--- config.mk ---
export PLATFORM = sky130hd
export DESIGN_NAME = inside_match_scanner
export DESIGN_NICKNAME = d
export VERILOG_FILES = /design/src/rtl/inside_scan_pkg.sv /design/src/rtl/inside_match_table.sv /design/src/rtl/inside_match_scanner.sv
export SDC_FILE = /design/constraint.sdc
export NUM_CORES = 1
export LEC_CHECK = 0
export CORE_UTILIZATION = 25
export CTS_BUF_LIST = sky130_fd_sc_hd__clkbuf_4 sky130_fd_sc_hd__clkbuf_8
export DETAILED_ROUTE_END_ITERATION = 8
export HOLD_SLACK_MARGIN = 0.15
export SLEW_MARGIN = 20
export SYNTH_ARGS = -nofsm -noshare
export SYNTH_HDL_FRONTEND = slang
export SYNTH_SLANG_ARGS = --single-unit
--- constraint.sdc ---
create_clock -name clk -period 3.7 [get_ports clk]
set_clock_uncertainty 0.15 [all_clocks]
set_input_delay 0.925 -clock clk [delete_from_list [all_inputs] [get_ports clk]]
set_output_delay 0.925 -clock clk [all_outputs]
set_load 0.005 [all_outputs]
--- src/rtl/inside_scan_pkg.sv ---
// Shared types and constants for the inside-match scanner: FSM states,
// default geometry and the saturating result-counter helper.
package inside_scan_pkg;

  localparam int DEF_DEPTH = 8;
  localparam int DEF_W     = 8;
  localparam int CNT_W     = 8;

  typedef enum logic [1:0] {
    ST_IDLE = 2'd0,
    ST_SCAN = 2'd1,
    ST_RESP = 2'd2
  } state_e;

  function automatic logic [CNT_W-1:0] sat_inc(input logic [CNT_W-1:0] v);
    if (v == {CNT_W{1'b1}}) begin
      sat_inc = v;
    end else begin
      sat_inc = v + {{(CNT_W-1){1'b0}}, 1'b1};
    end
  endfunction

endpackage

--- src/rtl/inside_match_table.sv ---
// Match table: un-reset data storage, resettable valid bits, one write port
// (clear wins over write) and one combinational read port.
module inside_match_table
  import inside_scan_pkg::*;
#(
  parameter int DEPTH = DEF_DEPTH,
  parameter int W     = DEF_W,
  localparam int AW   = $clog2(DEPTH)
) (
  input  logic          clk,
  input  logic          rst_n,
  input  logic          tbl_we,
  input  logic [AW-1:0] tbl_addr,
  input  logic [W-1:0]  tbl_wdata,
  input  logic          tbl_clr,
  input  logic [AW-1:0] rd_addr,
  output logic [W-1:0]  rd_data,
  output logic          rd_valid
);

  logic [W-1:0]     mem_q [DEPTH];
  logic [DEPTH-1:0] valid_q;
  logic [DEPTH-1:0] valid_d;

  // Entry data storage; contents are meaningless until the valid bit is set.
  always_ff @(posedge clk) begin
    if (tbl_we) begin
      mem_q[tbl_addr] <= tbl_wdata;
    end
  end

  // Valid-bit next state: clear has priority so a same-cycle write stays invalid.
  always_comb begin
    valid_d = valid_q;
    if (tbl_clr) begin
      valid_d = {DEPTH{1'b0}};
    end else if (tbl_we) begin
      valid_d[tbl_addr] = 1'b1;
    end else begin
      valid_d = valid_q;
    end
  end

  // Valid-bit register.
  always_ff @(posedge clk or negedge rst_n) begin
    if (!rst_n) begin
      valid_q <= {DEPTH{1'b0}};
    end else begin
      valid_q <= valid_d;
    end
  end

  assign rd_data  = mem_q[rd_addr];
  assign rd_valid = valid_q[rd_addr];

endmodule

--- src/rtl/inside_match_scanner.sv ---
// Sequential table-membership scanner: accepts one sample, walks the table one
// entry per cycle, and presents hit/index on a valid/ready result port.
module inside_match_scanner
  import inside_scan_pkg::*;
#(
  parameter int DEPTH = DEF_DEPTH,
  parameter int W     = DEF_W,
  localparam int AW   = $clog2(DEPTH)
) (
  input  logic             clk,
  input  logic             rst_n,
  input  logic             in_valid,
  output logic             in_ready,
  input  logic [W-1:0]     in_data,
  input  logic             tbl_we,
  input  logic [AW-1:0]    tbl_addr,
  input  logic [W-1:0]     tbl_wdata,
  input  logic             tbl_clr,
  output logic             out_valid,
  input  logic             out_ready,
  output logic [W-1:0]     out_data,
  output logic             out_hit,
  output logic [AW-1:0]    out_idx,
  output logic [CNT_W-1:0] hit_count,
  output logic [CNT_W-1:0] miss_count
);

  localparam logic [AW-1:0] IDX_ONE  = AW'(1);
  localparam logic [AW-1:0] IDX_LAST = AW'(DEPTH - 1);

  state_e           state_q, state_d;
  logic [W-1:0]     sample_q, sample_d;
  logic [AW-1:0]    idx_q, idx_d;
  logic             out_valid_q, out_valid_d;
  logic             out_hit_q, out_hit_d;
  logic [AW-1:0]    out_idx_q, out_idx_d;
  logic [W-1:0]     out_data_q, out_data_d;
  logic [CNT_W-1:0] hit_cnt_q, hit_cnt_d;
  logic [CNT_W-1:0] miss_cnt_q, miss_cnt_d;

  logic [W-1:0] rd_data_s;
  logic         rd_valid_s;
  logic         match_s;
  logic         last_s;
  logic         out_hs_s;

  inside_match_table #(
    .DEPTH (DEPTH),
    .W     (W)
  ) u_table (
    .clk       (clk),
    .rst_n     (rst_n),
    .tbl_we    (tbl_we),
    .tbl_addr  (tbl_addr),
    .tbl_wdata (tbl_wdata),
    .tbl_clr   (tbl_clr),
    .rd_addr   (idx_q),
    .rd_data   (rd_data_s),
    .rd_valid  (rd_valid_s)
  );

  assign match_s  = rd_valid_s && (rd_data_s == sample_q);
  assign last_s   = (idx_q == IDX_LAST);
  assign out_hs_s = out_valid_q && out_ready;

  // FSM state register.
  always_ff @(posedge clk or negedge rst_n) begin
    if (!rst_n) begin
      state_q <= ST_IDLE;
    end else begin
      state_q <= state_d;
    end
  end

  // FSM next-state logic.
  always_comb begin
    state_d = state_q;
    case (state_q)
      ST_IDLE: if (in_valid) state_d = ST_SCAN; else state_d = ST_IDLE;
      ST_SCAN: if (match_s || last_s) state_d = ST_RESP; else state_d = ST_SCAN;
      ST_RESP: if (out_hs_s) state_d = ST_IDLE; else state_d = ST_RESP;
      default: state_d = ST_IDLE;
    endcase
  end

  // FSM output/datapath next-state; out_valid lags RESP entry by one cycle.
  always_comb begin
    sample_d    = sample_q;
    idx_d       = idx_q;
    out_valid_d = 1'b0;
    out_hit_d   = out_hit_q;
    out_idx_d   = out_idx_q;
    out_data_d  = out_data_q;
    hit_cnt_d   = hit_cnt_q;
    miss_cnt_d  = miss_cnt_q;
    case (state_q)
      ST_IDLE: begin
        if (in_valid) begin
          sample_d = in_data;
          idx_d    = {AW{1'b0}};
        end else begin
          sample_d = sample_q;
        end
      end
      ST_SCAN: begin
        if (match_s) begin
          out_hit_d  = 1'b1;
          out_idx_d  = idx_q;
          out_data_d = sample_q;
        end else if (last_s) begin
          out_hit_d  = 1'b0;
          out_idx_d  = {AW{1'b0}};
          out_data_d = sample_q;
        end else begin
          idx_d = idx_q + IDX_ONE;
        end
      end
      ST_RESP: begin
        out_valid_d = !out_hs_s;
        if (out_hs_s && out_hit_q) begin
          hit_cnt_d = sat_inc(hit_cnt_q);
        end else if (out_hs_s) begin
          miss_cnt_d = sat_inc(miss_cnt_q);
        end else begin
          hit_cnt_d = hit_cnt_q;
        end
      end
      default: begin
        out_valid_d = 1'b0;
      end
    endcase
  end

  // Datapath and result registers.
  always_ff @(posedge clk or negedge rst_n) begin
    if (!rst_n) begin
      sample_q    <= {W{1'b0}};
      idx_q       <= {AW{1'b0}};
      out_valid_q <= 1'b0;
      out_hit_q   <= 1'b0;
      out_idx_q   <= {AW{1'b0}};
      out_data_q  <= {W{1'b0}};
      hit_cnt_q   <= {CNT_W{1'b0}};
      miss_cnt_q  <= {CNT_W{1'b0}};
    end else begin
      sample_q    <= sample_d;
      idx_q       <= idx_d;
      out_valid_q <= out_valid_d;
      out_hit_q   <= out_hit_d;
      out_idx_q   <= out_idx_d;
      out_data_q  <= out_data_d;
      hit_cnt_q   <= hit_cnt_d;
      miss_cnt_q  <= miss_cnt_d;
    end
  end

  assign in_ready   = (state_q == ST_IDLE);
  assign out_valid  = out_valid_q;
  assign out_hit    = out_hit_q;
  assign out_idx    = out_idx_q;
  assign out_data   = out_data_q;
  assign hit_count  = hit_cnt_q;
  assign miss_count = miss_cnt_q;

endmodule

### After elaboration in Yosys (flattened, before gate mapping)

Memory sizes are Yosys's and may differ from the RTL's.
Cells that the tools add are included.

| operators by class | value |
|---|---|
| bitwise logic cells | 4 |
| equality and inequality tests | 9 |
| mux-type cells | 23 |
| reductions and logical operators | 15 |
| $lt $le $gt $ge | 3 |
| add/sub/neg operators | 3 |

Operators by type and width:

| operator | number |
|---|---|
| 8-bit 2-to-1 mux | 4 |
| 8-bit by 1-bit adder with 8-bit output, second input constant | 2 |
| 8-bit equality test, second input constant | 2 |
| 3-bit 2-to-1 mux | 5 |
| 8-bit equality test | 1 |
| 3-bit by 4-bit < comparator with 1-bit output, second input constant | 2 |
| 1-bit 2-to-1 mux | 8 |
| 8-bit bitwise OR | 1 |
| 4-bit AND reduction | 2 |
| 2-bit inequality test, second input constant | 3 |
| 2-bit one-hot mux with 3 select lines | 1 |
| 3-bit one-hot mux with 2 select lines | 1 |
| 2-bit nonzero test | 3 |
| 1-bit logical AND | 4 |
| 2-bit 2-to-1 mux | 2 |
| 2-bit AND reduction | 2 |
| 3-bit by 1-bit adder with 3-bit output, second input constant | 1 |
| 1-bit binary-select mux with 3-bit select | 1 |
| 1-bit demux with 3-bit select | 1 |
| 3-bit equality test, second input constant | 1 |
| 3-bit by 1-bit >= comparator with 1-bit output, second input constant | 1 |
| 1-bit NOT | 3 |
| 3-bit AND reduction | 1 |
| 2-bit by 1-bit equality test with 1-bit output, second input constant | 1 |
| 4 further kinds | 4 |

| storage, ports and cells | value |
|---|---|
| memories kept | 1 |
| input port bits | 25 |
| register bits | 50 |
| RAM bits | 64 |
| logic and storage cells | 68 |

Memory list:

| name | depth | bits a word | read ports | clocked after memory_dff | wr ports | RTL line | RTL |
|---|---|---|---|---|---|---|---|
| u_table.mem_q | 8 | 8 | 1 | 0 | 1 | inside_match_table.sv:21 | `logic [W-1:0] mem_q [DEPTH];` |

### Longest topological paths before layout

Gate-level depths: netlist of the first run.

| depth | value |
|---|---|
| word-level depth | 7 |
| gate-level depth with buffers | 9 |
| depth with buffers taken out | 6 |

### Modules after synthesis

A second synthesis of the first run with hierarchy kept.

| second synthesis, totals | value |
|---|---|
| cell total of the unflattened synthesis | 385 |
| area total of the unflattened synthesis | 5245.0 sq um |

By module, submodules not included:

| module | cells each | instances | area an instance (sq um) |
|---|---|---|---|
| inside_match_table | 138 | 1 | 2925.3 |
| inside_match_scanner | 247 | 1 | 2319.7 |

### Least setup slack after synthesis of the first run

Ideal clock, no wire load.

| path | value |
|---|---|
| kind | register to register |
| start | register idx_q[1] |
| end | register out_idx_q[0] (netlist: out_idx[0]) |
| data required time | 3480 ps |
| clock period less this slack | 2495 ps |
| cell stages (with the launch flop) | 9 |
| data arrival time | 2275 ps |
| path slack | 1205 ps |
| cell sequence | dfrtp_1 buf_6 buf_12 mux4_2 mux2i_1 xnor2_1 nand3_1 or4_1 nand3_1 |

| on the way | value |
|---|---|
| word-level cells in the longest chain between the ends | 5 |

RTL lines:

| element | RTL line | RTL |
|---|---|---|
| start, declared | inside_match_scanner.sv:33 | `logic [AW-1:0] idx_q, idx_d;` |
| start signal, assigned | inside_match_scanner.sv:138 | `idx_q <= {AW{1'b0}};` |
| start signal, assigned | inside_match_scanner.sv:147 | `idx_q <= idx_d;` |
| memory 8 x 8 bit or 1-bit binary-select mux with 3-bit select (tied branches) | n/a |  |
| 8-bit equality test or 1-bit 2-to-1 mux (tied branches) | inside_match_scanner.sv:62, inside_match_table.sv:54 |  |
| 1-bit logical AND | inside_match_scanner.sv:62 | `assign match_s = rd_valid_s && (rd_data_s == sample_q);` |
| 2-bit nonzero test (no line) | n/a |  |
| 2-bit AND reduction (no line) | n/a |  |
| end signal, assigned | inside_match_scanner.sv:141 | `out_idx_q <= {AW{1'b0}};` |
| end signal, assigned | inside_match_scanner.sv:150 | `out_idx_q <= out_idx_d;` |
| end, declared | inside_match_scanner.sv:36 | `logic [AW-1:0] out_idx_q, out_idx_d;` |

Parallel ways exist; a longest one is shown, timed or not. The select of a mux whose other input is x is not followed.
A chain may end at the register's enable or synchronous reset.

### Worst setup path in the final report of the first run

| path | value |
|---|---|
| start | register idx_q[1] |
| end | register idx_q[0] |

| on the way | value |
|---|---|
| word-level cells in the longest chain between the ends | 5 |

RTL lines:

| element | RTL line |
|---|---|
| memory 8 x 8 bit or 1-bit binary-select mux with 3-bit select (tied branches) | n/a |
| 8-bit equality test or 1-bit 2-to-1 mux (tied branches) | inside_match_scanner.sv:62, inside_match_table.sv:54 |
| 1-bit logical AND | inside_match_scanner.sv:62 |
| 2-bit inequality test (no line) | n/a |
| 4-bit AND reduction (no line) * | n/a |

Mark *: on every way between the ends. The rest lies on a longest branch, timed or not. The select of a mux whose other input is x is not followed.

==> results of run 1 <==
-- per-stage QoR --
stage	total power [mW]	cell area, um^2	util (%)	worst slack (ns)	hold slack (ns)
3_5_place_dp	2.90	5740	30.4	0.814	0.336
3_3_place_gp	2.87	5740	30.4	0.890	0.329
6_report	4.01	6130	32.4	0.808	0.351
4_1_cts	4.06	6130	32.4	0.803	0.348
2_1_floorplan	2.59	4870	-	1.21	0.311
5_1_grt	4.24	6130	32.4	0.566	0.381
-- registers in the layout, indices dropped and copies added (netlist names) --
name             flops
out_valid            1
sample_q             8
out_data             8
out_hit              1
out_idx              3
hit_count            8
miss_count           8
u_table.mem_q       64
idx_q                3
u_table.valid_q      8
state_q              2
-- area by class of cell --
cell class                      count  area (um^2)  area share [%]
Timing Repair Buffer               67          648            10.6
Inverter                           11         41.3           0.674
Clock buffer                       19          249            4.06
Sequential cell                   114         3170            51.8
Clock inverter                     12          141            2.31
Multi-Input combinational cell    188         1550            25.3
Tap cell                          260          325            5.31
-- critical path, stage by stage (launching register included) --
cell and delay [ns]:
sky130_fd_sc_hd__dfrtp_1 0.49, sky130_fd_sc_hd__buf_12 0.24, sky130_fd_sc_hd__mux4_2 0.51, sky130_fd_sc_hd__mux2i_1 0.17, sky130_fd_sc_hd__xnor2_1 0.16, sky130_fd_sc_hd__nand3_1 0.34
sky130_fd_sc_hd__o31ai_4 0.42, sky130_fd_sc_hd__mux2i_1 0.29
-- metal layers --
metal | wire, um | up-vias | global-route usage, %
li1 | - | 1356 | -
met1 | 4810 | 1431 | 13.6
met2 | 4800 | 72 | 17.4
met3 | 546 | 4 | 3.58
met4 | 44 | 0 | 2.89
met5 | 0 | - | 0
-- synthesized netlist by cell type, types with 2 or more instances --
| cell type | count | share of area [%] |
|---|---|---|
| sky130_fd_sc_hd__edfxtp_1 | 64 | 39 |
| sky130_fd_sc_hd__dfrtp_1 | 50 | 26 |
| sky130_fd_sc_hd__nand2_1 | 30 | 2.3 |
| sky130_fd_sc_hd__nor2_1 | 24 | 1.9 |
| sky130_fd_sc_hd__mux2i_1 | 20 | 4.1 |
| sky130_fd_sc_hd__xnor2_1 | 15 | 2.7 |
| sky130_fd_sc_hd__mux4_2 | 13 | 6.0 |
| sky130_fd_sc_hd__o21ai_0 | 12 | 1.2 |
| sky130_fd_sc_hd__inv_1 | 11 | 0.85 |
| sky130_fd_sc_hd__nand3_1 | 10 | 1.0 |
| sky130_fd_sc_hd__o32ai_1 | 8 | 1.4 |
| sky130_fd_sc_hd__nor2b_1 | 5 | 0.64 |
| sky130_fd_sc_hd__and3_1 | 4 | 0.51 |
| sky130_fd_sc_hd__ha_1 | 4 | 1.0 |
| sky130_fd_sc_hd__nand2b_1 | 4 | 0.51 |
| sky130_fd_sc_hd__nand4_1 | 4 | 0.51 |
| sky130_fd_sc_hd__xor2_1 | 4 | 0.72 |
| sky130_fd_sc_hd__a22oi_1 | 3 | 0.46 |
| sky130_fd_sc_hd__and4_1 | 3 | 0.54 |
| sky130_fd_sc_hd__buf_2 | 3 | 0.31 |
| sky130_fd_sc_hd__buf_6 | 3 | 0.69 |
| sky130_fd_sc_hd__clkbuf_1 | 3 | 0.23 |
| sky130_fd_sc_hd__mux2_2 | 3 | 0.69 |
| sky130_fd_sc_hd__or4_1 | 3 | 0.46 |
| sky130_fd_sc_hd__xnor2_2 | 3 | 1.0 |
| sky130_fd_sc_hd__a311oi_1 | 2 | 0.36 |
| sky130_fd_sc_hd__and2_1 | 2 | 0.26 |
| sky130_fd_sc_hd__buf_12 | 2 | 0.82 |
| sky130_fd_sc_hd__mux4_1 | 2 | 1.1 |
| sky130_fd_sc_hd__nor3_1 | 2 | 0.21 |
-- final timing paths --
kind                                            from                        end  slack [ns]
max                             idx_q[1]$_DFFE_PN0P_       idx_q[0]$_DFFE_PN0P_        0.81
min                        miss_count[5]$_DFFE_PN0P_  miss_count[5]$_DFFE_PN0P_        0.35
max reg2reg                     idx_q[1]$_DFFE_PN0P_       idx_q[0]$_DFFE_PN0P_        0.81
min reg2reg                miss_count[5]$_DFFE_PN0P_  miss_count[5]$_DFFE_PN0P_        0.35
max in group asynchronous                      rst_n    sample_q[7]$_DFFE_PN0P_        2.58
min in group asynchronous                      rst_n  miss_count[0]$_DFFE_PN0P_        0.38
-- kinds of logic after synthesis --
group                      share of synthesized area (%)
and+or+nand+nor                                     10.0
buffers and inverters                               2.98
AOI/OAI and AO/OA                                   4.50
xor gates and xnor gates                            4.42
muxes                                               11.9
DFF                                                 65.2
adders and majority gates                           1.03
-- power groups by stage --
stage                     Sequential [mW]  Clock [mW]  Combinational [mW]
after CTS                            1.60        1.18                1.28
after global routing                 1.63        1.23                1.38
after detailed placement             1.63           0                1.27
after global placement               1.62           0                1.25
after floorplan                      1.57           0                1.02
final                                1.60        1.15                1.26
==> flow_summary.rst, run 1 <==
.. list-table::
   :header-rows: 1

   * - Metric
     - Value
   * - Share of the yosys chip area belonging to registers
     - 65.2%
   * - Number of cells on the worst reg-to-reg path
     - 7
   * - Area growth from synthesis to final layout
     - 25.9%
   * - Number of vias after detailed routing
     - 2,863
   * - Total standard cell area after synthesis
     - about 5000 um^2
   * - Power per unit of standard cell area
     - between 600 and 700 nW/um^2
   * - Tot GR Track Use
     - a little over a tenth
   * - Clock sinks
     - 114
   * - Via count of the first global-routing pass
     - 2,986
   * - Placed cell count
     - 640
   * - Worst Max-Slew Pin Slew
     - approximately 0.65 ns
   * - Final setup TNS
     - 0 ns
   * - Root cell of the clock tree
     - sky130_fd_sc_hd__clkbuf_8
   * - Final instance count without filler cells
     - approximately 670
   * - Number of port buffers
     - 54
   * - Number of setup violations in the final report
     - 0
   * - Synthesized netlist net count
     - approximately 350
   * - Worst vdd ir
     - 293 uV
   * - Core area
     - 18,900 um^2
   * - Clock share of power
     - approximately 29%
   * - Starting density of the core
     - approximately 26%
   * - Endpoint class of the critical path
     - flop
   * - Num CTS Buffers
     - 17
   * - Sw power
     - about 1.3 mW
   * - Share of flip-flops with an asynchronous set or reset
     - 43.9%
   * - Sw frac
     - 31.6%
   * - Die W
     - approximately 140 um
   * - Worst Setup Path Type
     - reg -> reg
   * - Class of the tightest hold or removal check
     - reg -> reg
   * - Worst slew margin relative to its limit
     - 56.7%
   * - Portion of the clock cycle consumed by the worst path in the final layout
     - 78.2%
   * - Routed via count divided by cell count
     - between 4 and 5
   * - Data arrival at the endpoint of the critical path
     - 3.06 ns
   * - TritonCTS clock tree
     - yes
   * - Iter 0 DRT Violations
     - 188
   * - Required time of the worst setup path
     - 3.87 ns
   * - Post-synth top flop
     - sky130_fd_sc_hd__edfxtp_1
   * - Top-Level Pins
     - between 50 and 60
   * - Post-CTS Setup Inserts
     - 0
   * - Antenna violations before repair
     - 0
   * - Worst-path maximum fanout
     - 23
   * - Post-DR wirelength/cell
     - between 15 and 20 um
   * - DRT Pass-1 Iters
     - 4
   * - Final Hold Vio Count
     - 0
   * - Startpoint Class
     - flop
   * - Number of synthesis warnings
     - 0
   * - Share of final-layout standard cells stronger than drive strength 1
     - between 15 and 20%
   * - Final ANT Viol Nets
     - 0
   * - Fillcell total
     - approximately 1.9k
   * - Die outline height
     - between 100 and 150 um
   * - Level count of the clock H-tree
     - 4
   * - Leakage power of the design
     - between 2 and 2.5 nW
   * - Achievable frequency
     - 346 MHz
   * - Min-Delay Path Depth
     - 1
   * - Cell row count
     - 50
   * - Most frequent cells in the layout
     - 64 x sky130_fd_sc_hd__edfxtp_1, 53 x sky130_fd_sc_hd__clkdlybuf4s50_1, 50 x sky130_fd_sc_hd__dfrtp_1
   * - Count of pins over their slew limit
     - 0
   * - Die Footprint
     - 20,000 um^2
   * - Post-route DRC violation count
     - 0
   * - Detailed placement HPWL
     - just under 7 mm
   * - First-pass GRT wire length
     - 16.0 mm
   * - Syn Area/Cell
     - approximately 15 um^2
   * - Antenna diode count
     - 0
   * - Clock transition at the registers of the reported paths
     - approximately 0.070 ns
   * - Maximum number of pins on one net before global-route repair
     - between 50 and 60
   * - Cells resized by post-CTS repair
     - 0
   * - Cell count after synthesis
     - about 330
   * - Pint
     - 2.75 mW
   * - CTS Buffer Depth
     - 2
   * - Number of flip-flops and latches in the synthesized netlist
     - 114
   * - Share of power burned in registers
     - 39.9%
   * - Most frequent standard cell in the layout excluding fill and tap cells
     - sky130_fd_sc_hd__edfxtp_1
   * - Shortest clock period the worst path allows after layout
     - 2.89 ns
   * - RSZ-0062 raised after global routing
     - no
   * - Yosys cell types
     - 39
   * - Final Net Count
     - 428
   * - Remaining Overflow, GRT
     - 0
   * - Outcome
     - complete, no violations
   * - Routability congestion estimate from global placement
     - around 0.8
   * - CTS Hold Buffers Added
     - 0
   * - Number of enable flip-flop cells after synthesis
     - 64
   * - Number of maximum-capacitance violations
     - 0
   * - Routed WL
     - around 10 mm
   * - Clock latency of the later-clocked register in the worst-skew pair
     - roughly 0.42 ns
   * - Combinational share of power
     - between 30% and 40%
Power figures use the tool's default switching activity.
==> inputs of run 2 (changes only) <==
==> constraint.sdc (replaced) <==
create_clock -name clk -period 2.99 [get_ports clk]
set_clock_uncertainty 0.15 [all_clocks]
set_input_delay 0.7475 -clock clk [delete_from_list [all_inputs] [get_ports clk]]
set_output_delay 0.7475 -clock clk [all_outputs]
set_load 0.005 [all_outputs]
==> flow_summary.rst, run 2 (synthesis results as in run 1) <==
.. list-table::
   :header-rows: 1

   * - Metric
     - Value
   * - Share of final-layout standard cells stronger than drive strength 1
     - 17.7% (+1.9 points)
   * - Data arrival at the endpoint of the critical path
     - 2.98 ns (-0.08 ns)
   * - Worst-path cell chain
     - buf_12 > mux4_2 > mux2i_1 > xnor2_1 > nand3_1 > nor4_4 > buf_4 > o32ai_1
   * - Portion of the clock cycle consumed by the worst path in the final layout
     - 95.1% (+17 points)
   * - Number of port buffers
     - 54 (unchanged)
   * - Final Hold Vio Count
     - 0 (unchanged)
   * - Count of pins over their slew limit
     - 0 (unchanged)
   * - Core area
     - 18,900 um^2 (unchanged)
   * - Die outline height
     - 142 um (unchanged)
   * - Outcome
     - complete, no violations
   * - Level count of the clock H-tree
     - 4 (unchanged)
   * - Tot GR Track Use
     - 11.0% (+0.25 points)
   * - DRT Pass-1 Iters
     - 4 (unchanged)
   * - Cell area reported after detailed placement
     - 5770 um^2 (+0.48%)
   * - Num CTS Buffers
     - 17 (unchanged)
   * - Register containing the most flip-flops in the final layout
     - u_table.mem_q
   * - Antenna diode count
     - 0 (unchanged)
   * - Worst hold slack
     - 0.342 ns (-0.00845 ns)
   * - Post-layout total power
     - 4.89 mW (+22%)
   * - Kind of cell adding the most delay to the critical path
     - multiplexers
   * - Clock latency of the later-clocked register in the worst-skew pair
     - 0.43 ns (about the same)
   * - Placed cell count
     - 644 (+0.63%)
   * - Cell row count
     - 50 (unchanged)
   * - Max FFs per register
     - 64 (unchanged)
   * - Fillcell total
     - 1,873 (-0.48%)
   * - Routability congestion estimate from global placement
     - 0.806 (+1.1%)
   * - Launch instance of the worst min-delay path
     - miss_count[7]$_DFFE_PN0P_
   * - Via count of the first global-routing pass
     - 2,994 (+0.27%)
   * - Number of maximum-capacitance violations
     - 0 (unchanged)
   * - Starting density of the core
     - 25.8% (unchanged)
   * - Worst-path maximum fanout
     - 26 (+13%)
   * - Delay of the slowest critical-path stage
     - 0.53 ns (+0.02 ns)
   * - Power per unit of standard cell area
     - 794 nW/um^2 (+21%)
   * - Die Footprint
     - 20,000 um^2 (unchanged)
   * - Achievable frequency
     - 352 MHz (+1.7%)
   * - Total non-filler cell area in the finished layout
     - 6150 um^2 (+0.41%)
   * - Origin of the critical flop-to-flop path
     - idx_q[1]$_DFFE_PN0P_
   * - Area growth from synthesis to final layout
     - 26.4%
   * - TritonCTS clock tree
     - yes
   * - Worst vdd ir
     - 303 uV (+3.3%)
   * - Most frequent standard cell in the layout excluding fill and tap cells
     - sky130_fd_sc_hd__edfxtp_1
   * - Root cell of the clock tree
     - sky130_fd_sc_hd__clkbuf_8
   * - Slowest library cell on the worst path
     - sky130_fd_sc_hd__mux4_2
   * - Post-DR wirelength/cell
     - 15.1 um (-0.71%)
   * - Leakage power of the design
     - 2.34 nW (+0.79%)
   * - Detailed placement HPWL
     - 7.12 mm (+3.2%)
   * - Top-Level Pins
     - 55 (unchanged)
   * - Area taken by multi-input logic gates
     - 1550 um^2 (unchanged)
   * - Clock transition at the registers of the reported paths
     - 0.07 ns (about the same)
   * - First-pass GRT wire length
     - 16.2 mm (+0.82%)
   * - Class of the tightest hold or removal check
     - reg -> reg
   * - Routed WL
     - 10.2 mm (+0.32%)
   * - Final Net Count
     - 434 (+1.4%)
   * - Remaining Overflow, GRT
     - 0 (unchanged)
   * - Number of setup violations in the final report
     - 0 (unchanged)
   * - Shortest clock period the worst path allows after layout
     - 2.84 ns (-0.0489 ns)
   * - Final instance count without filler cells
     - 678 (+1.0%)
   * - Worst Setup Path Type
     - reg -> reg
   * - Endpoint class of the critical path
     - flop
   * - CTS Buffer Depth
     - 2 (unchanged)
   * - Required time of the worst setup path
     - 3.12 ns (-0.75 ns)
   * - Final ANT Viol Nets
     - 0 (unchanged)
   * - Most frequent cells in the layout
     - 64 x sky130_fd_sc_hd__edfxtp_1, 53 x sky130_fd_sc_hd__clkdlybuf4s50_1, 50 x sky130_fd_sc_hd__dfrtp_1
   * - Routed via count divided by cell count
     - 4.26 (-0.13%)
   * - Maximum number of pins on one net before global-route repair
     - 27 (-47%)
   * - Die W
     - 142 um (unchanged)
   * - Total buffers and inverters traversed by the critical path
     - 2 (+1)
   * - Antenna violations before repair
     - 0 (unchanged)
   * - Post-route DRC violation count
     - 0 (unchanged)
   * - Area taken by flip-flops and latches
     - 3170 um^2 (unchanged)
   * - Clock sinks
     - 114 (unchanged)
   * - Worst Max-Slew Pin Slew
     - 0.626 ns (-0.0232 ns)
   * - Number of vias after detailed routing
     - 2,889 (+0.91%)
   * - Iter 0 DRT Violations
     - 159 (-15%)
   * - Worst slew margin relative to its limit
     - 58.3% (+1.5 points)
   * - Startpoint Class
     - flop
   * - Critical path launch point
     - idx_q[1]$_DFFE_PN0P_
-- run 2: changes by cell type in the layout (fill, tap and decap cells not counted) --
cell	change
sky130_fd_sc_hd__buf_2	+1
sky130_fd_sc_hd__buf_4	+4
sky130_fd_sc_hd__bufinv_16	-2
sky130_fd_sc_hd__clkbuf_4	+1
sky130_fd_sc_hd__clkbuf_8	+2
sky130_fd_sc_hd__clkinv_1	-3
sky130_fd_sc_hd__clkinv_2	+2
sky130_fd_sc_hd__clkinv_4	-1
sky130_fd_sc_hd__clkinvlp_4	+2
sky130_fd_sc_hd__dlygate4sd3_1	+1
-- run 2: power breakdown --
group	internal [mW]	total [mW]	switching (mW)
clock	0.720	1.32	0.602
combinational	0.754	1.62	0.869
sequential	1.84	1.94	0.105
total	3.31	4.89	1.58
-- run 2: worst reg2reg max path, stage by stage, from the launching register on --
cell	delay [ns]
sky130_fd_sc_hd__dfrtp_1	0.40
sky130_fd_sc_hd__buf_12	0.22
sky130_fd_sc_hd__mux4_2	0.54
sky130_fd_sc_hd__mux2i_1	0.23
sky130_fd_sc_hd__xnor2_1	0.17
sky130_fd_sc_hd__nand3_1	0.36
sky130_fd_sc_hd__nor4_4	0.35
sky130_fd_sc_hd__buf_4	0.19
sky130_fd_sc_hd__o32ai_1	0.09
-- run 2: final timing paths --
path / end / slack (ns) / cells after the start
worst max-delay path: out_data[2]$_DFFE_PN0P_ / 0.15 / 8
min in group asynchronous: out_data[2]$_DFFE_PN0P_ / 0.64 / 2
worst min-delay path: miss_count[7]$_DFFE_PN0P_ / 0.34 / 1
worst min register to register: miss_count[7]$_DFFE_PN0P_ / 0.34 / 1
max in group asynchronous: out_idx[1]$_DFFE_PN0P_ / 1.46 / 3
worst max register to register: out_data[2]$_DFFE_PN0P_ / 0.15 / 8
-- run 2: cell type report --
class,count,share of cell area [%]
Multi-Input combinational cell,188,25.2
Tap cell,260,5.29
Clock buffer,22,4.62
Clock inverter,10,1.40
Sequential cell,114,51.6
Timing Repair Buffer,73,11.3
Inverter,11,0.671
-- run 2: stage by stage --
step           util [%]  setup TNS (ns)  setup WS, ns
4_1_cts            32.5               0         0.153
2_1_floorplan         -               0         0.495
6_report           32.6               0         0.147
3_3_place_gp       30.5               0         0.243
5_1_grt            32.6        -0.00827      -0.00827
3_5_place_dp       30.5               0         0.189
-- run 2: what timing repair did --
action	4_1_cts	5_1_grt
gates resized for setup	0	0
hold buffers	1	0
endpoints found under the setup margin	0	1
hold endpoints to repair	16	0
buffers inserted	0	1
-- run 2: metal layers --
layer	GRT usage [%]	up-vias	wire, um
met5	0	-	0
met4	3.74	0	70
met3	3.95	8	572
met2	17.7	75	4950
met1	13.5	1443	4640
li1	-	1363	-
==> inputs of run 3 (changes only) <==
--- a/config.mk
+++ b/config.mk
@@ -5,11 +5,12 @@
 export SDC_FILE = /design/constraint.sdc
 export NUM_CORES = 1
 export LEC_CHECK = 0
+export CORE_ASPECT_RATIO = 1.75
 export CORE_UTILIZATION = 25
 export CTS_BUF_LIST = sky130_fd_sc_hd__clkbuf_4 sky130_fd_sc_hd__clkbuf_8
 export DETAILED_ROUTE_END_ITERATION = 8
 export HOLD_SLACK_MARGIN = 0.15
-export SLEW_MARGIN = 20
+export SLEW_MARGIN = 15
 export SYNTH_ARGS = -nofsm -noshare
 export SYNTH_HDL_FRONTEND = slang
 export SYNTH_SLANG_ARGS = --single-unit
==> flow_summary.rst, run 3 (synthesis results as in run 1) <==
.. list-table::
   :header-rows: 1

   * - Metric
     - Value
   * - Outcome
     - complete, no violations
   * - Cells resized by post-CTS repair
     - 0 (unchanged)
   * - Delay of the slowest critical-path stage
     - 0.59 ns (+0.06 ns)
   * - Achievable frequency
     - 367 MHz (+4.3%)
   * - Antenna diode count
     - 0 (unchanged)
   * - Worst Setup Path Type
     - reg -> reg
   * - Tot GR Track Use
     - 11.1% (+0.12 points)
   * - Data arrival at the endpoint of the critical path
     - 2.85 ns (-0.13 ns)
   * - Clock latency of the later-clocked register in the worst-skew pair
     - 0.43 ns (about the same)
   * - Most frequent cells in the layout
     - 64 x sky130_fd_sc_hd__edfxtp_1, 53 x sky130_fd_sc_hd__clkdlybuf4s50_1, 50 x sky130_fd_sc_hd__dfrtp_1
   * - Post-DR wirelength/cell
     - 15.7 um (+3.9%)
   * - Class of the tightest hold or removal check
     - in -> async
   * - DRT Pass-1 Iters
     - 4 (unchanged)
   * - Startpoint Class
     - flop
   * - Worst slew margin relative to its limit
     - 56.0% (-2.3 points)
   * - Met2 demand-to-capacity share in global routing
     - 19.1% (+1.4 points)
   * - Top-Level Pins
     - 55 (unchanged)
   * - Routed via count divided by cell count
     - 4.44 (+4.1%)
   * - Worst-path maximum fanout
     - 8 (-69%)
   * - Setup slack at placement
     - 0.240 ns (+0.0504 ns)
   * - Worst Max-Slew Pin Slew
     - 0.660 ns (+0.0347 ns)
   * - Slowest library cell on the worst path
     - sky130_fd_sc_hd__mux4_1
   * - Antenna violations before repair
     - 0 (unchanged)
   * - Iter 0 DRT Violations
     - 127 (-20%)
   * - Final Net Count
     - 433 (-0.23%)
   * - Final ANT Viol Nets
     - 0 (unchanged)
   * - Number of maximum-capacitance violations
     - 0 (unchanged)
   * - Clock sinks
     - 114 (unchanged)
   * - GR Layer Usage met3
     - 2.83% (-1.1 points)
   * - Endpoint class of the critical path
     - flop
   * - Origin of the critical flop-to-flop path
     - idx_q[0]$_DFFE_PN0P_
   * - Met1 demand-to-capacity share in global routing
     - 12.3% (-1.2 points)
   * - Register containing the most flip-flops in the final layout
     - u_table.mem_q
   * - Area taken by flip-flops and latches
     - 3170 um^2 (unchanged)
   * - Fillcell total
     - 1,883 (+0.53%)
   * - Remaining Overflow, GRT
     - 0 (unchanged)
   * - Leakage power of the design
     - 2.37 nW (+1.1%)
   * - Worst vdd ir
     - 274 uV (-9.6%)
   * - TritonCTS clock tree
     - yes
   * - Worst-path cell chain
     - mux4_1 > mux2i_1 > xnor2_1 > or2_0 > nor4_4 > o32ai_1
   * - Combinational share of power
     - 31.2% (-2.0 points)
   * - Shortest clock period the worst path allows after layout
     - 2.72 ns (-0.118 ns)
   * - Number of setup violations in the final report
     - 0 (unchanged)
   * - Via count of the first global-routing pass
     - 3,130 (+4.5%)
   * - Post-route DRC violation count
     - 0 (unchanged)
   * - Area growth from synthesis to final layout
     - 27.3%
   * - Share of final-layout standard cells stronger than drive strength 1
     - 17.3% (-0.40 points)
   * - CTS Hold Buffers Added
     - 0 (-1)
   * - Crit Reg-Reg Endpoint
     - out_data[7]$_DFFE_PN0P_
   * - Root cell of the clock tree
     - sky130_fd_sc_hd__clkbuf_8
   * - Post-CTS Setup Inserts
     - 0 (unchanged)
   * - Pint
     - 3.61 mW (+9.0%)
   * - Starting density of the core
     - 25.5% (-0.30 points)
   * - Routed WL
     - 10.3 mm (+0.68%)
   * - Final Hold Vio Count
     - 0 (unchanged)
   * - Number of cells on the worst reg-to-reg path
     - 6 (-2)
   * - Routability congestion estimate from global placement
     - 0.777 (-3.5%)
   * - Die Footprint
     - 20,100 um^2 (+0.11%)
   * - Power per unit of standard cell area
     - 840 nW/um^2 (+5.7%)
   * - Maximum number of pins on one net before global-route repair
     - 51 (+89%)
   * - First-pass GRT wire length
     - 16.5 mm (+2.2%)
   * - Count of pins over their slew limit
     - 0 (unchanged)
   * - Die outline height
     - 187 um (+32%)
   * - Core area
     - 19,100 um^2 (+1.2%)
   * - Cell row count
     - 67 (+34%)
   * - Final setup TNS
     - 0 ns (unchanged)
   * - Clock share of power
     - 31.3% (+4.3 points)
   * - Share of power burned in registers
     - 37.5% (-2.3 points)
   * - Clock transition at the registers of the reported paths
     - 0.07 ns (about the same)
   * - Flop-to-flop setup slack
     - 0.27 ns (+0.12 ns)
   * - Required time of the worst setup path
     - 3.12 ns (about the same)
   * - Worst setup slack after layout
     - 0.265 ns (+0.118 ns)
   * - Number of port buffers
     - 54 (unchanged)
   * - RSZ-0062 raised after global routing
     - no
   * - Sw power
     - 1.60 mW (+1.3%)
   * - Portion of the clock cycle consumed by the worst path in the final layout
     - 91.1% (-3.9 points)
   * - Max FFs per register
     - 64 (unchanged)
   * - Number of vias after detailed routing
     - 2,915 (+0.90%)
   * - Num CTS Buffers
     - 17 (unchanged)
   * - Most frequent standard cell in the layout excluding fill and tap cells
     - sky130_fd_sc_hd__edfxtp_1
   * - Kind of cell adding the most delay to the critical path
     - simple AND/OR/NAND/NOR gates
   * - CTS Buffer Depth
     - 2 (unchanged)
   * - Level count of the clock H-tree
     - 4 (unchanged)
   * - Sw frac
     - 30.6% (-1.6 points)
   * - Detailed placement HPWL
     - 7.41 mm (+4.1%)
   * - Total buffers and inverters traversed by the critical path
     - 0 (-2)
   * - Area taken by multi-input logic gates
     - 1550 um^2 (unchanged)
   * - Die W
     - 107 um (-24%)
   * - Busiest layer in global routing
     - met2
[run 3: cell types whose count changed in the layout (fill, tap and decap cells not counted)]
cell                            change
sky130_fd_sc_hd__bufinv_16          +4
sky130_fd_sc_hd__clkinv_2           -4
sky130_fd_sc_hd__clkbuf_4           -2
sky130_fd_sc_hd__clkbuf_8           -2
sky130_fd_sc_hd__inv_6              +2
sky130_fd_sc_hd__clkinv_1           +1
sky130_fd_sc_hd__clkinv_4           +1
sky130_fd_sc_hd__clkinvlp_4         -1
sky130_fd_sc_hd__dlygate4sd3_1      -1
[run 3: power by group through the flow]
| stage | Sequential [mW] | Combinational (mW) | Clock (mW) |
|---|---|---|---|
| after floorplan | 1.94 | 1.27 | 0 |
| after global placement | 1.98 | 1.62 | 0 |
| after detailed placement | 1.99 | 1.65 | 0 |
| after CTS | 1.96 | 1.66 | 1.66 |
| after global routing | 1.98 | 1.79 | 1.74 |
| final | 1.95 | 1.62 | 1.63 |
[run 3: routing by layer]
| metal | vias up | share of wire, % |
|---|---|---|
| met5 | - | 0 |
| met4 | 0 | 2.1 |
| met3 | 13 | 5.0 |
| met2 | 89 | 54 |
| met1 | 1451 | 39 |
| li1 | 1362 | - |
[run 3: per-stage QoR]
step | utilization (%) | cells | instance area, um^2 | power [mW] | hold WS, ns
6_report | 32.4 | 657 | 6200 | 5.21 | 0.284
5_1_grt | 32.4 | 657 | 6200 | 5.50 | 0.332
4_1_cts | 32.4 | 657 | 6200 | 5.28 | 0.296
3_5_place_dp | 30.1 | 626 | 5750 | 3.63 | 0.338
3_3_place_gp | 30.1 | 626 | 5750 | 3.60 | 0.325
2_1_floorplan | - | 325 | 4870 | 3.21 | 0.302
[run 3: final cells by class]
class                   count  share of cell area [%]
multi-input cells         188                    25.0
flip-flops and latches    114                    51.2
clock buffers              18                    3.90
clock inverters            13                    3.37
repair buffers             72                    11.0
well taps                 241                    4.86
inverters                  11                   0.666
[run 3: worst max-delay path by stage]
stage	start	end	depth (start not counted)
3_5_place_dp	idx_q[0]$_DFFE_PN0P_	out_data[3]$_DFFE_PN0P_	6
2_1_floorplan	idx_q[1]$_DFFE_PN0P_	out_idx[0]$_DFFE_PN0P_	8
4_1_cts	idx_q[0]$_DFFE_PN0P_	out_data[6]$_DFFE_PN0P_	6
6_report	idx_q[0]$_DFFE_PN0P_	out_data[7]$_DFFE_PN0P_	6
5_1_grt	idx_q[0]$_DFFE_PN0P_	out_data[2]$_DFFE_PN0P_	6
3_3_place_gp	idx_q[0]$_DFFE_PN0P_	out_data[5]$_DFFE_PN0P_	6
